--- src/rtl/mem_arbiter.sv ---
// mem_arbiter: shares one synchronous RAM between the fetch port and the load/store port.
// Optional build macro MEM_ARB_STATS_EN adds the conflict_cnt / stall_cnt statistics ports.
module mem_arbiter #(
  parameter int unsigned ADDR_WIDTH  = 32,
  parameter int unsigned DATA_WIDTH  = 32,
  parameter int unsigned DEPTH_LOG2  = 10,
  parameter int unsigned WAIT_CYCLES = 1,
  localparam int unsigned BE_W       = DATA_WIDTH / 8
) (
  input  logic                  clk,
  input  logic                  rst_n,
  input  logic                  inst_ren,
  input  logic [ADDR_WIDTH-1:0] inst_addr,
  output logic [DATA_WIDTH-1:0] inst_data,
  output logic                  inst_stall,
  output logic                  inst_err,
  input  logic                  mem_ren,
  input  logic                  mem_wen,
  input  logic [BE_W-1:0]       mem_be,
  input  logic [ADDR_WIDTH-1:0] mem_addr,
  input  logic [DATA_WIDTH-1:0] mem_din,
  output logic [DATA_WIDTH-1:0] mem_dout,
  output logic                  mem_stall,
  output logic                  mem_err,
  output logic                  ram_en,
  output logic [BE_W-1:0]       ram_we,
  output logic [DEPTH_LOG2-1:0] ram_addr,
  output logic [DATA_WIDTH-1:0] ram_wdata,
  input  logic [DATA_WIDTH-1:0] ram_rdata
`ifdef MEM_ARB_STATS_EN
  ,
  output logic [31:0]           conflict_cnt,
  output logic [31:0]           stall_cnt
`endif
);

  localparam int unsigned CNT_W  = 4;
  localparam int unsigned HI_LSB = DEPTH_LOG2 + 2;

  typedef enum logic [1:0] {
    IDLE = 2'd0,
    RD_D = 2'd1,
    RD_I = 2'd2
  } state_t;

  state_t                state_q, state_d;
  logic [CNT_W-1:0]      cnt_q, cnt_d;
  logic [DATA_WIDTH-1:0] inst_q, inst_d;
  logic [DATA_WIDTH-1:0] mem_q, mem_d;

  logic mem_req;
  logic mem_oor;
  logic inst_oor;
  logic done;
  logic unused_lsb;

  assign mem_req    = mem_ren | mem_wen;
  assign mem_oor    = (mem_addr >> HI_LSB) != '0;
  assign inst_oor   = (inst_addr >> HI_LSB) != '0;
  assign done       = (cnt_q == CNT_W'(1));
  assign unused_lsb = ^{inst_addr[1:0], mem_addr[1:0]};

  // Arbitration, wait-state sequencing and combinational port/RAM outputs
  always_comb begin
    state_d    = state_q;
    cnt_d      = cnt_q;
    inst_d     = inst_q;
    mem_d      = mem_q;
    ram_en     = 1'b0;
    ram_we     = '0;
    ram_addr   = '0;
    ram_wdata  = '0;
    inst_data  = inst_q;
    inst_stall = 1'b0;
    inst_err   = 1'b0;
    mem_dout   = mem_q;
    mem_stall  = 1'b0;
    mem_err    = 1'b0;

    case (state_q)
      IDLE: begin
        if (mem_req) begin
          inst_stall = inst_ren;
          if (mem_oor) begin
            mem_err  = 1'b1;
            mem_dout = '0;
            if (!mem_wen) mem_d = '0;
          end else if (mem_wen) begin
            ram_en    = 1'b1;
            ram_we    = mem_be;
            ram_addr  = mem_addr[DEPTH_LOG2+1:2];
            ram_wdata = mem_din;
          end else begin
            ram_en    = 1'b1;
            ram_addr  = mem_addr[DEPTH_LOG2+1:2];
            mem_stall = 1'b1;
            cnt_d     = CNT_W'(WAIT_CYCLES);
            state_d   = RD_D;
          end
        end else if (inst_ren) begin
          if (inst_oor) begin
            inst_err  = 1'b1;
            inst_data = '0;
            inst_d    = '0;
          end else begin
            ram_en     = 1'b1;
            ram_addr   = inst_addr[DEPTH_LOG2+1:2];
            inst_stall = 1'b1;
            cnt_d      = CNT_W'(WAIT_CYCLES);
            state_d    = RD_I;
          end
        end
      end

      RD_D: begin
        cnt_d      = cnt_q - CNT_W'(1);
        inst_stall = inst_ren;
        if (done) begin
          mem_dout = ram_rdata;
          mem_d    = ram_rdata;
          state_d  = IDLE;
        end else begin
          mem_stall = 1'b1;
        end
      end

      RD_I: begin
        cnt_d     = cnt_q - CNT_W'(1);
        mem_stall = mem_req;
        if (done) begin
          inst_data = ram_rdata;
          inst_d    = ram_rdata;
          state_d   = IDLE;
        end else begin
          inst_stall = 1'b1;
        end
      end

      default: begin
        state_d = IDLE;
        cnt_d   = '0;
      end
    endcase

    // Reset forces every output low immediately, even with requests pending
    if (!rst_n) begin
      ram_en     = 1'b0;
      ram_we     = '0;
      ram_addr   = '0;
      ram_wdata  = '0;
      inst_data  = '0;
      inst_stall = 1'b0;
      inst_err   = 1'b0;
      mem_dout   = '0;
      mem_stall  = 1'b0;
      mem_err    = 1'b0;
    end
  end

  // State, wait counter and per-port read-data holding registers
  always_ff @(posedge clk or negedge rst_n) begin
    if (!rst_n) begin
      state_q <= IDLE;
      cnt_q   <= '0;
      inst_q  <= '0;
      mem_q   <= '0;
    end else begin
      state_q <= state_d;
      cnt_q   <= cnt_d;
      inst_q  <= inst_d;
      mem_q   <= mem_d;
    end
  end

`ifdef MEM_ARB_STATS_EN
  logic conflict;

  // A fetch is unserved whenever both ports request outside a fetch access
  assign conflict = inst_ren & mem_req & (state_q != RD_I);

  always_ff @(posedge clk or negedge rst_n) begin
    if (!rst_n) begin
      conflict_cnt <= '0;
      stall_cnt    <= '0;
    end else begin
      if (conflict && (conflict_cnt != '1)) conflict_cnt <= conflict_cnt + 32'd1;
      if ((inst_stall | mem_stall) && (stall_cnt != '1)) stall_cnt <= stall_cnt + 32'd1;
    end
  end
`else
  // Statistics hardware is absent in this build.
`endif

endmodule
--- config.mk ---
export PLATFORM = sky130hd
export DESIGN_NAME = mem_arbiter
export DESIGN_NICKNAME = d
export VERILOG_FILES = /design/src/rtl/mem_arbiter.sv
export SDC_FILE = /design/constraint.sdc
export NUM_CORES = 1
export LEC_CHECK = 0
export CORE_ASPECT_RATIO = 0.5
export CORE_MARGIN = 2
export CORE_UTILIZATION = 33
export CTS_BUF_LIST = sky130_fd_sc_hd__clkbuf_4
export DETAILED_ROUTE_END_ITERATION = 8
export PLACE_DENSITY = 0.77
export REMOVE_ABC_BUFFERS = 1
export SYNTH_ARGS = -nofsm -noshare
export SYNTH_HDL_FRONTEND = slang
export SYNTH_SLANG_ARGS = --single-unit
export TNS_END_PERCENT = 1
--- constraint.sdc ---
create_clock -name clk -period 2.4 [get_ports clk]
set_input_delay 0.36 -clock clk [delete_from_list [all_inputs] [get_ports clk]]
set_output_delay 0.36 -clock clk [all_outputs]
set_load 0.005 [all_outputs]
==> flow_summary.yaml <==
clocking:
  cts_sinks: 70
  cts.clk_slew.worst_paths_ns: 0.12
  htree_levels: 3
  cts_tree: "yes"
  clockBufferDepth: 2
  insertion_delay_ns: 0.44
  cts_buffers: 9
  cts-root-buf: "clkbuf_4"
layout:
  nets: 968
  fin_cells: 1000
  area_delta_synth_final_pct: 92.9
  postLayoutCoreUtil: 0.651
  n_antenna_cell: 0
  fill_cells: 1000
  final_cell_mix: "clkdlybuf4s50_1, buf_4, buf_2"
  final_common_cell: "clkdlybuf4s50_1"
  drive_gt1_frac: 0.446
sta:
  finalMaxSlewViolations: 0
  rsz0062_at_grt: "yes"
  tns_ns: -29.59
  slew_headroom: 0.654
  clock.fmax_mhz: 349
  setup_slack_ns: -0.463
  period_minus_slack_ns: 2.86
  worstMarginPinSlew_ns: 0.519
  hold_violations: 0
  clock-skew-final_ns: 0.0148
  setup_viol_count_final: 112
  fin_crit_sh: 1.19
status:
  violations: "setup timing"
  status: "finished, violations left"
floorplanning:
  design.die.area_um2: 13900
  die_w_um: 165
  start_util: 0.338
  io_pins: 252
  core_um2: 12700
  die_h_um: 84.5
  rows: 29
synthesis:
  synth_cell_types: 46
  ys_top_cells_by_area: "dfrtp_1, a22o_1, nand2_1, mux2_2, and2_1"
  yosys_warnings: 0
  synth.avg_cell_area_um2: 9.07
  synth-async-reset-ratio: 1.00
  yosysTopAreaCellShare: 0.410
  synth_area_um2: 4270
  yosysTopAreaCell: "dfrtp_1"
  synthFlopType: "dfrtp_1"
  syn_inst: 471
  synth_edf_count: 0
  synth-seq-area-share: 0.410
  ys_seq_elements: 70
place:
  dp_cells: 947
  io_buffers: 247
  dp_hpwl_um: 13100
  gp_congestion: 0.876
drt:
  via_count: 5314
  drtAntennaViolNets: 0
  wl_um: 19700
  vias_per_cell: 5.31
  drt-pass1-iter-count: 4
  wl_per_cell_um: 19.7
  drtIter0Drc: 330
  drcViolationCount: 0
critical_path:
  cp_max_fo: 5
  critPathKind: "primary input to output pin"
  endpoint_kind: "output pin"
  critPathMostFrequentCell: "buf_6"
  worstPathCellList: "clkdlybuf4s50_1 > or4_4 > a41o_4 > a41oi_4 > buf_6 > buf_6 > buf_12 > nand2_2 > a21oi_2 > buf_2"
  start_kind: "primary input"
  crit_arrival_ns: 2.50
  critPathSlowestCell: "or4_4"
  crit_required_ns: 2.04
  critPathMaxStageDelay_ns: 0.56
grt:
  grt_pass1_wl_um: 29100
  overflow: 0
  grt_pass1_vias: 5327
  grt_antenna_before_repair: 0
  grt_max_degree: 39
  grt_util_all_layers: 0.267
power:
  p_leak_nw: 4.03
  power_density_nw_per_um2: 305
  ir_drop_v: 0.000210
run:
  cap_violations: 0
worst_hold_path:
  min_path_type: "primary input to asynchronous set/reset pin"
synthesized netlist by cell type, drive strengths merged, types with 2 or more instances:
library cell / instances
mux2: 31
nor3: 6
o2bb2ai: 2
nor2: 11
or3b: 2
a22o: 72
nand3: 6
ha: 6
buf: 7
o22ai: 2
or4: 2
dfrtp: 70
clkbuf: 26
nand2: 103
inv: 7
a21oi: 37
and2: 37
nand4: 3
nor4: 10
o21ai: 3
mux2i: 2
a211o: 2
o32ai: 2
nor2b: 3
nand2b: 4
worst max-delay path: cells and delay by family:
family / cells / cell delay (ns)
AOI/OAI and AO/OA: 3 / 0.58
and+or+nand+nor: 2 / 0.63
buffers and inverters: 5 / 0.95
layout make-up:
| class | count | area (µm²) | share of cell area |
|---|---|---|---|
| timing repair buffer | 376 | 3360 | 0.408 |
| multi-input combinational | 360 | 2720 | 0.330 |
| sequential | 70 | 1750 | 0.213 |
| inverter | 8 | 30.0 | 0.00364 |
| tap | 170 | 213 | 0.0258 |
| clock buffer | 10 | 75.1 | 0.00911 |
| clock inverter | 6 | 85.1 | 0.0103 |
sequential cells by signal, summed over array words and instances (netlist names):
signal   count
mem_q       32
inst_q      32
cnt_q        4
state_q      2
cells by family after synthesis:
kind of cell | share of synthesized area
compound gates | 0.234
flops | 0.410
simple gates | 0.215
buf+inv | 0.0375
mux | 0.0864
fa+ha+maj | 0.0176
timing repair:
action | CTS | global route
pin swaps | 49 | 33
setup buffers | 21 | 7
resized for setup | 499 | 101
cloned | 6 | 4
endpoints found under the setup margin | 115 | 116
endpoints found under the hold margin | 32 | 0
hold buffers | 1 | 0
stage by stage:
stage | setup slack (ns) | instance area (µm²) | hold WS (ns) | total power, mW
2_1_floorplan | -2.90 | 4140 | 0.0644 | 1.27
3_3_place_gp | -0.882 | 7600 | 0.371 | 1.59
3_5_place_dp | -0.849 | 7600 | 0.371 | 1.59
4_1_cts | -0.454 | 8050 | 0.0170 | 2.51
5_1_grt | -0.547 | 8240 | 0.0370 | 2.60
6_report | -0.463 | 8240 | 0.0229 | 2.51
worst paths after layout:
check	slack, ns	depth (start not counted)	endpoint	startpoint
min in group clk	0.52	2	inst_q[2]$_DFF_PN0_	inst_q[2]$_DFF_PN0_
hold reg to reg	0.52	2	inst_q[2]$_DFF_PN0_	inst_q[2]$_DFF_PN0_
hold / removal	0.02	2	mem_q[2]$_DFFE_PN0P_	rst_n
setup / recovery	-0.46	10	inst_data[8]	inst_addr[28]
setup reg to reg	0.22	9	mem_q[3]$_DFFE_PN0P_	cnt_q[1]$_DFFE_PN0P_
max in group asynchronous	1.71	3	state_q[1]$_DFFE_PN0P_	rst_n
where the power goes:
group	internal (mW)	switching [mW]	total [mW]
clock	0.433	0.453	0.886
sequential	1.18	0.0000285	1.18
combinational	0.268	0.178	0.446
total	1.88	0.631	2.51
routing by layer:
metal | GRT usage | wire length, µm
met3 | 0.0568 | 1280
met5 | 0 | 0
met4 | 0.0933 | 461
met2 | 0.456 | 9790
met1 | 0.336 | 8170
Power figures use the tool's default switching activity.
